==> src/rtl/dmem_arbiter.sv <==
// Two-port round-robin arbiter for a single-port data memory with a registered read.
// Handles alignment and range checks, sequences the memory strobes and returns responses.

module dmem_arb_port (
    input  logic        clk,
    input  logic        rst,
    input  logic        rsp,
    input  logic        ld,
    input  logic [31:0] ld_data,
    input  logic        err_q,
    output logic        rvalid,
    output logic [31:0] rdata,
    output logic        err
);
    // rdata is loaded on entry to RESP and held until this port's next response
    always_ff @(posedge clk) begin
        if (rst)     rdata <= '0;
        else if (ld) rdata <= ld_data;
    end

    assign rvalid = rsp;
    assign err    = rsp & err_q;
endmodule

module dmem_arbiter #(
    parameter int NUM_WORDS  = 32,
    parameter int IDX_W      = $clog2(NUM_WORDS),
    parameter int FIRST_PORT = 0
) (
    input  logic        clk,
    input  logic        rst,
    input  logic        p0_req,
    input  logic        p0_we,
    input  logic [31:0] p0_addr,
    input  logic [31:0] p0_wdata,
    output logic        p0_gnt,
    output logic        p0_rvalid,
    output logic [31:0] p0_rdata,
    output logic        p0_err,
    input  logic        p1_req,
    input  logic        p1_we,
    input  logic [31:0] p1_addr,
    input  logic [31:0] p1_wdata,
    output logic        p1_gnt,
    output logic        p1_rvalid,
    output logic [31:0] p1_rdata,
    output logic        p1_err,
    output logic        mem_wr,
    output logic        mem_rd,
    output logic [31:0] mem_addr,
    output logic [31:0] mem_wdata,
    input  logic [31:0] mem_rdata,
    output logic        busy
);
    typedef enum logic [1:0] {IDLE, ISSUE, WAIT, RESP} state_t;

    localparam logic [31:0] NW = 32'(NUM_WORDS);

    state_t            state, state_nxt;
    logic [1:0]        req, we_in, gnt, rsp, ld, rvalid, perr;
    logic [1:0][31:0]  addr_in, wdata_in, rdata_out;
    logic              win, last, owner, we_q, err_q, sel_err;
    logic [31:0]       sel_addr, ld_data;

    assign req      = {p1_req, p0_req};
    assign we_in    = {p1_we, p0_we};
    assign addr_in  = {p1_addr, p0_addr};
    assign wdata_in = {p1_wdata, p0_wdata};

    // On a tie the port not granted last wins
    always_comb begin
        win      = (req == 2'b11) ? ~last : req[1];
        sel_addr = addr_in[win];
        sel_err  = (sel_addr[1:0] != 2'b00) || ({2'b00, sel_addr[31:2]} >= NW);
    end

    always_ff @(posedge clk) begin
        if (rst) state <= IDLE;
        else     state <= state_nxt;
    end

    always_comb begin
        state_nxt = state;
        gnt       = '0;
        rsp       = '0;
        ld        = '0;
        mem_wr    = 1'b0;
        mem_rd    = 1'b0;
        ld_data   = (state == WAIT) ? mem_rdata : '0;
        case (state)
            IDLE: begin
                // A grant during reset would be dropped, so withhold it
                if ((|req) && !rst) begin
                    gnt[win]  = 1'b1;
                    state_nxt = sel_err ? RESP : ISSUE;
                    ld[win]   = sel_err;
                end
            end
            ISSUE: begin
                if (we_q) begin
                    mem_wr    = 1'b1;
                    ld[owner] = 1'b1;
                    state_nxt = RESP;
                end else begin
                    mem_rd    = 1'b1;
                    state_nxt = WAIT;
                end
            end
            WAIT: begin
                ld[owner] = 1'b1;
                state_nxt = RESP;
            end
            RESP: begin
                rsp[owner] = 1'b1;
                state_nxt  = IDLE;
            end
            default: state_nxt = IDLE;
        endcase
    end

    // Memory address/data are loaded only for legal requests and hold otherwise
    always_ff @(posedge clk) begin
        if (rst) begin
            last      <= (FIRST_PORT == 0) ? 1'b1 : 1'b0;
            owner     <= 1'b0;
            we_q      <= 1'b0;
            err_q     <= 1'b0;
            mem_addr  <= '0;
            mem_wdata <= '0;
        end else if (|gnt) begin
            owner <= win;
            last  <= win;
            we_q  <= we_in[win];
            err_q <= sel_err;
            if (!sel_err) begin
                mem_addr  <= {{(32-IDX_W){1'b0}}, sel_addr[IDX_W+1:2]};
                mem_wdata <= wdata_in[win];
            end
        end
    end

    for (genvar i = 0; i < 2; i++) begin : g_port
        dmem_arb_port u_port (
            .clk     (clk),
            .rst     (rst),
            .rsp     (rsp[i]),
            .ld      (ld[i]),
            .ld_data (ld_data),
            .err_q   (err_q),
            .rvalid  (rvalid[i]),
            .rdata   (rdata_out[i]),
            .err     (perr[i])
        );
    end

    assign p0_gnt    = gnt[0];
    assign p1_gnt    = gnt[1];
    assign p0_rvalid = rvalid[0];
    assign p1_rvalid = rvalid[1];
    assign p0_rdata  = rdata_out[0];
    assign p1_rdata  = rdata_out[1];
    assign p0_err    = perr[0];
    assign p1_err    = perr[1];
    assign busy      = (state != IDLE);
endmodule
==> config.mk <==
export PLATFORM = sky130hd
export DESIGN_NAME = dmem_arbiter
export DESIGN_NICKNAME = d
export VERILOG_FILES = /design/src/rtl/dmem_arbiter.sv
export SDC_FILE = /design/constraint.sdc
export NUM_CORES = 1
export LEC_CHECK = 0
export CORE_MARGIN = 5
export CORE_UTILIZATION = 35
export DETAILED_ROUTE_END_ITERATION = 8
export GPL_TIMING_DRIVEN = 0
export HOLD_SLACK_MARGIN = 0.03
export PLACE_DENSITY = 0.82
export REMOVE_ABC_BUFFERS = 1
export SLEW_MARGIN = 20
export SYNTH_ARGS = -nofsm -noshare
export SYNTH_HDL_FRONTEND = slang
export SYNTH_SLANG_ARGS = --single-unit
==> constraint.sdc <==
create_clock -name clk -period 1.8 [get_ports clk]
set_input_delay 0.36 -clock clk [delete_from_list [all_inputs] [get_ports clk]]
set_output_delay 0.36 -clock clk [all_outputs]
set_load 0.005 [all_outputs]
==> flow_metrics.tcl, run 1 <==
set metrics [dict create \
    status "complete, but fails checks" \
    violations "setup timing" \
    routed_via_density 5.47 \
    r2r-end "g_port[0].u_port.rdata[28]$_SDFFE_PP0P_" \
    wl_per_cell_um 20.7 \
    io_pins 303 \
    worst_setup_path_start_kind "input port" \
    grt_pass1_wl_um 33600 \
    cp_slowest_cell "clkdlybuf4s50_1" \
    cts-root-buf "clkbuf_16" \
    fin_ws_ns -0.229 \
    max_stage_delay_ns 0.44 \
    cp_cell_sequence "clkdlybuf4s50_1 > nor4_4 > nand4_4 > buf_4 > o22a_4 > o21ai_4 > buf_12 > buf_8 > mux2i_2" \
    start_util 0.361 \
    layout.nets 1078 \
    yosysWarnings 0 \
    min_path_type "in2reg" \
    required_ns 2.07 \
    drive_gt1_frac 0.183 \
    port_buffers 275 \
    drc 0 \
    hold_buffers 0 \
    slew_viol_final 0 \
    slew_headroom 0.625 \
    area_growth_pct 81.1 \
    numCtsBuffers 9 \
    grt.overflow.total 0 \
    setup_tns_ns -18.53 \
    timing.final.crit_share 1.13 \
    gp_congestion 0.772 \
    syn-instance-count 614 \
    first_iter_violations 418 \
    max_freq_mhz 493 \
    leakagePower_nw 3.53 \
    rsz0062_at_grt "true" \
    die_area_um2 17600 \
    critPathMaxFanout 6 \
    finalInstanceArea_um2 9560 \
    period_minus_slack_ns 2.03 \
    dpl_cell_area_um2 8100 \
    r2r_setup_slack_ns -0.21 \
    whs_ns 0.351 \
    htree_levels 3 \
    grt_usage 0.240 \
    fillers 1170 \
    syn_area_um2 5280 \
    arrival_ns 2.30 \
    vdd_ir_drop_max_v 0.000608 \
    die_h_um 133 \
    dp_hpwl_um 13300 \
    core_um2 14600 \
    wirelength_um 22700 \
    cts_buffer_depth 2 \
    clock_sinks 107 \
    ant_nets 0 \
    p_total_w 0.00815 \
    dr.pass1.iters 5 \
    r2r-start "last$_SDFFE_PP1N_" \
    clock_latency_ns 0.35 \
    diodes 0 \
    grt_max_degree 81 \
    critPathLaunch "p0_addr[30]" \
    vias 5987 \
    clk_pin_slew_ns 0.08 \
    critPathKind "in2reg" \
    finalSetupViolations 101 \
    antenna_found_initial 0 \
    setup.worst_path.end_class "flop" \
    ys_ff_latch 107 \
    critPathCapture "g_port[0].u_port.rdata[28]$_SDFFE_PP0P_" \
    die_x_um 133 \
    skew_ns 0.00782 \
    syn_avg_cell_area_um2 8.60 \
    cap_violations 0 \
    yosysSeqAreaShare 0.406 \
    p_per_area_nw_per_um2 852 \
    grt_pass1_vias 5806 \
    rows 44 \
    r2r_cells 9 \
    tightestPinTransition_ns 0.559 \
    finalHoldViolations 0 \
    yosys.cell_types.count 42 \
    tritoncts "yes" \
    place_ws_ns -2.33 \
]
## what timing repair did
action,CTS,global route
gates resized for setup,124,41
pin swaps,54,48
setup buffers,41,9
cloned,17,2
endpoints found under the setup margin,115,108
## flip-flops by register name, summed over array words and instances, names as in the netlist
register / cells
g_port.u_port.rdata: 64
mem_wdata: 32
mem_addr: 5
state: 2
err_q: 1
last: 1
owner: 1
we_q: 1
## layer usage
layer / GRT usage / wire (µm)
met5: 0 / 0
met3: 0.0532 / 1600
met2: 0.413 / 11300
met1: 0.304 / 9450
met4: 0.0606 / 334
## worst max-delay path, delay by kind of cell
| family | cells | cell delay, ns |
|---|---|---|
| AO/OA/AOI/OAI | 2 | 0.39 |
| buffers and inverters | 4 | 0.91 |
| multiplexers | 1 | 0.21 |
| AND/OR/NAND/NOR | 2 | 0.43 |
## cell usage after synthesis (all sizes together)
master | number | share of area
a211o | 1 | 0.0017
o22ai | 1 | 0.0024
o22a | 1 | 0.0017
buf | 54 | 0.076
clkbuf | 36 | 0.026
o21a | 1 | 0.0014
nand4 | 2 | 0.0036
a31o | 1 | 0.0017
a311oi | 38 | 0.073
nand3 | 32 | 0.031
nor4 | 12 | 0.014
a31oi | 38 | 0.045
a21bo | 2 | 0.0038
conb | 1 | 0.00071
or2 | 1 | 0.0012
and3 | 2 | 0.0024
mux2i | 32 | 0.061
nor2b | 3 | 0.0036
nand2b | 2 | 0.0024
o21ai | 2 | 0.0019
nor2 | 5 | 0.0036
nand2 | 145 | 0.10
and2 | 8 | 0.0095
a22oi | 2 | 0.0028
ha | 5 | 0.012
a32o | 33 | 0.063
dfxtp | 107 | 0.41
nor3 | 29 | 0.027
nor3b | 5 | 0.0071
a21boi | 1 | 0.0021
inv | 5 | 0.0036
a21oi | 6 | 0.0057
a21o | 1 | 0.0014
## worst min-delay path by stage
stage                                                        from                                      end  slack [ns]  depth (start not counted)
after floorplan                                               rst                 mem_addr[0]$_SDFFE_PP0P_        0.43                          1
after global placement     g_port[0].u_port.rdata[1]$_SDFFE_PP0P_   g_port[0].u_port.rdata[1]$_SDFFE_PP0P_        0.44                          2
after detailed placement  g_port[0].u_port.rdata[17]$_SDFFE_PP0P_  g_port[0].u_port.rdata[17]$_SDFFE_PP0P_        0.45                          2
after CTS                                                     rst               mem_wdata[19]$_SDFFE_PP0P_        0.41                          2
after global routing                                          rst                mem_wdata[9]$_SDFFE_PP0P_        0.36                          2
final                                                         rst                mem_wdata[9]$_SDFFE_PP0P_        0.35                          2
## kinds of logic after synthesis
kind of cell               count (synthesis)  synth area share
other                                      1          0.000710
and+or+nand+nor                          246             0.209
muxes                                     32            0.0607
buffers and inverters                     95             0.105
AOI/OAI and AO/OA                        128             0.207
DFF                                      107             0.406
adders and majority gates                  5            0.0118
## where the power goes
| group | switching, W | internal [W] | leakage (nW) |
|---|---|---|---|
| registers | 0.000134 | 0.00255 | 0.866 |
| logic | 0.00162 | 0.00178 | 2.52 |
| clock network | 0.000967 | 0.00109 | 0.148 |
| total | 0.00272 | 0.00543 | 3.53 |
## cell usage in the layout, fill, tap and decap left out, types with 5 or more instances in the layout
| cell type | netlist | layout |
|---|---|---|
| buf_8 | 0 | 5 |
| a311oi_1 | 30 | 19 |
| nand3_1 | 31 | 28 |
| nand2_1 | 145 | 143 |
| mux2i_1 | 32 | 31 |
| buf_16 | 0 | 8 |
| clkdlybuf4s50_1 | 0 | 247 |
| nor3_1 | 29 | 28 |
| buf_6 | 9 | 16 |
| nor4_2 | 0 | 7 |
| a31oi_1 | 38 | 36 |
| buf_4 | 31 | 26 |
| conb_1 | 1 | 27 |
| a311oi_2 | 8 | 19 |
| nor3b_1 | 5 | 5 |
| dlygate4sd2_1 | 0 | 15 |
| dfxtp_1 | 107 | 103 |
| clkbuf_16 | 0 | 12 |
| a32o_1 | 33 | 33 |
| buf_12 | 0 | 8 |
| and2_1 | 8 | 7 |
## layout make-up
class	instances	area, µm²	share of cell area
multi-input combinational	445	3220	0.336
inverter	5	26.3	0.00275
clock inverter	6	76.3	0.00798
timing repair buffer	339	3630	0.380
clock buffer	9	225	0.0235
tap	184	230	0.0241
sequential	107	2150	0.225
## metrics by stage
stage           util  cells
4_1_cts        0.642   1088
3_3_place_gp   0.534   1009
6_report       0.653   1095
2_1_floorplan      -    550
5_1_grt        0.653   1095
3_5_place_dp   0.553   1018
(Power assumes the default switching activity.)
==> run 2, diff against run 1 <==
- CAP_MARGIN: unset -> 20
==> results of run 2 <==
Final layout, timing and power as in run 1 (identical DEF).
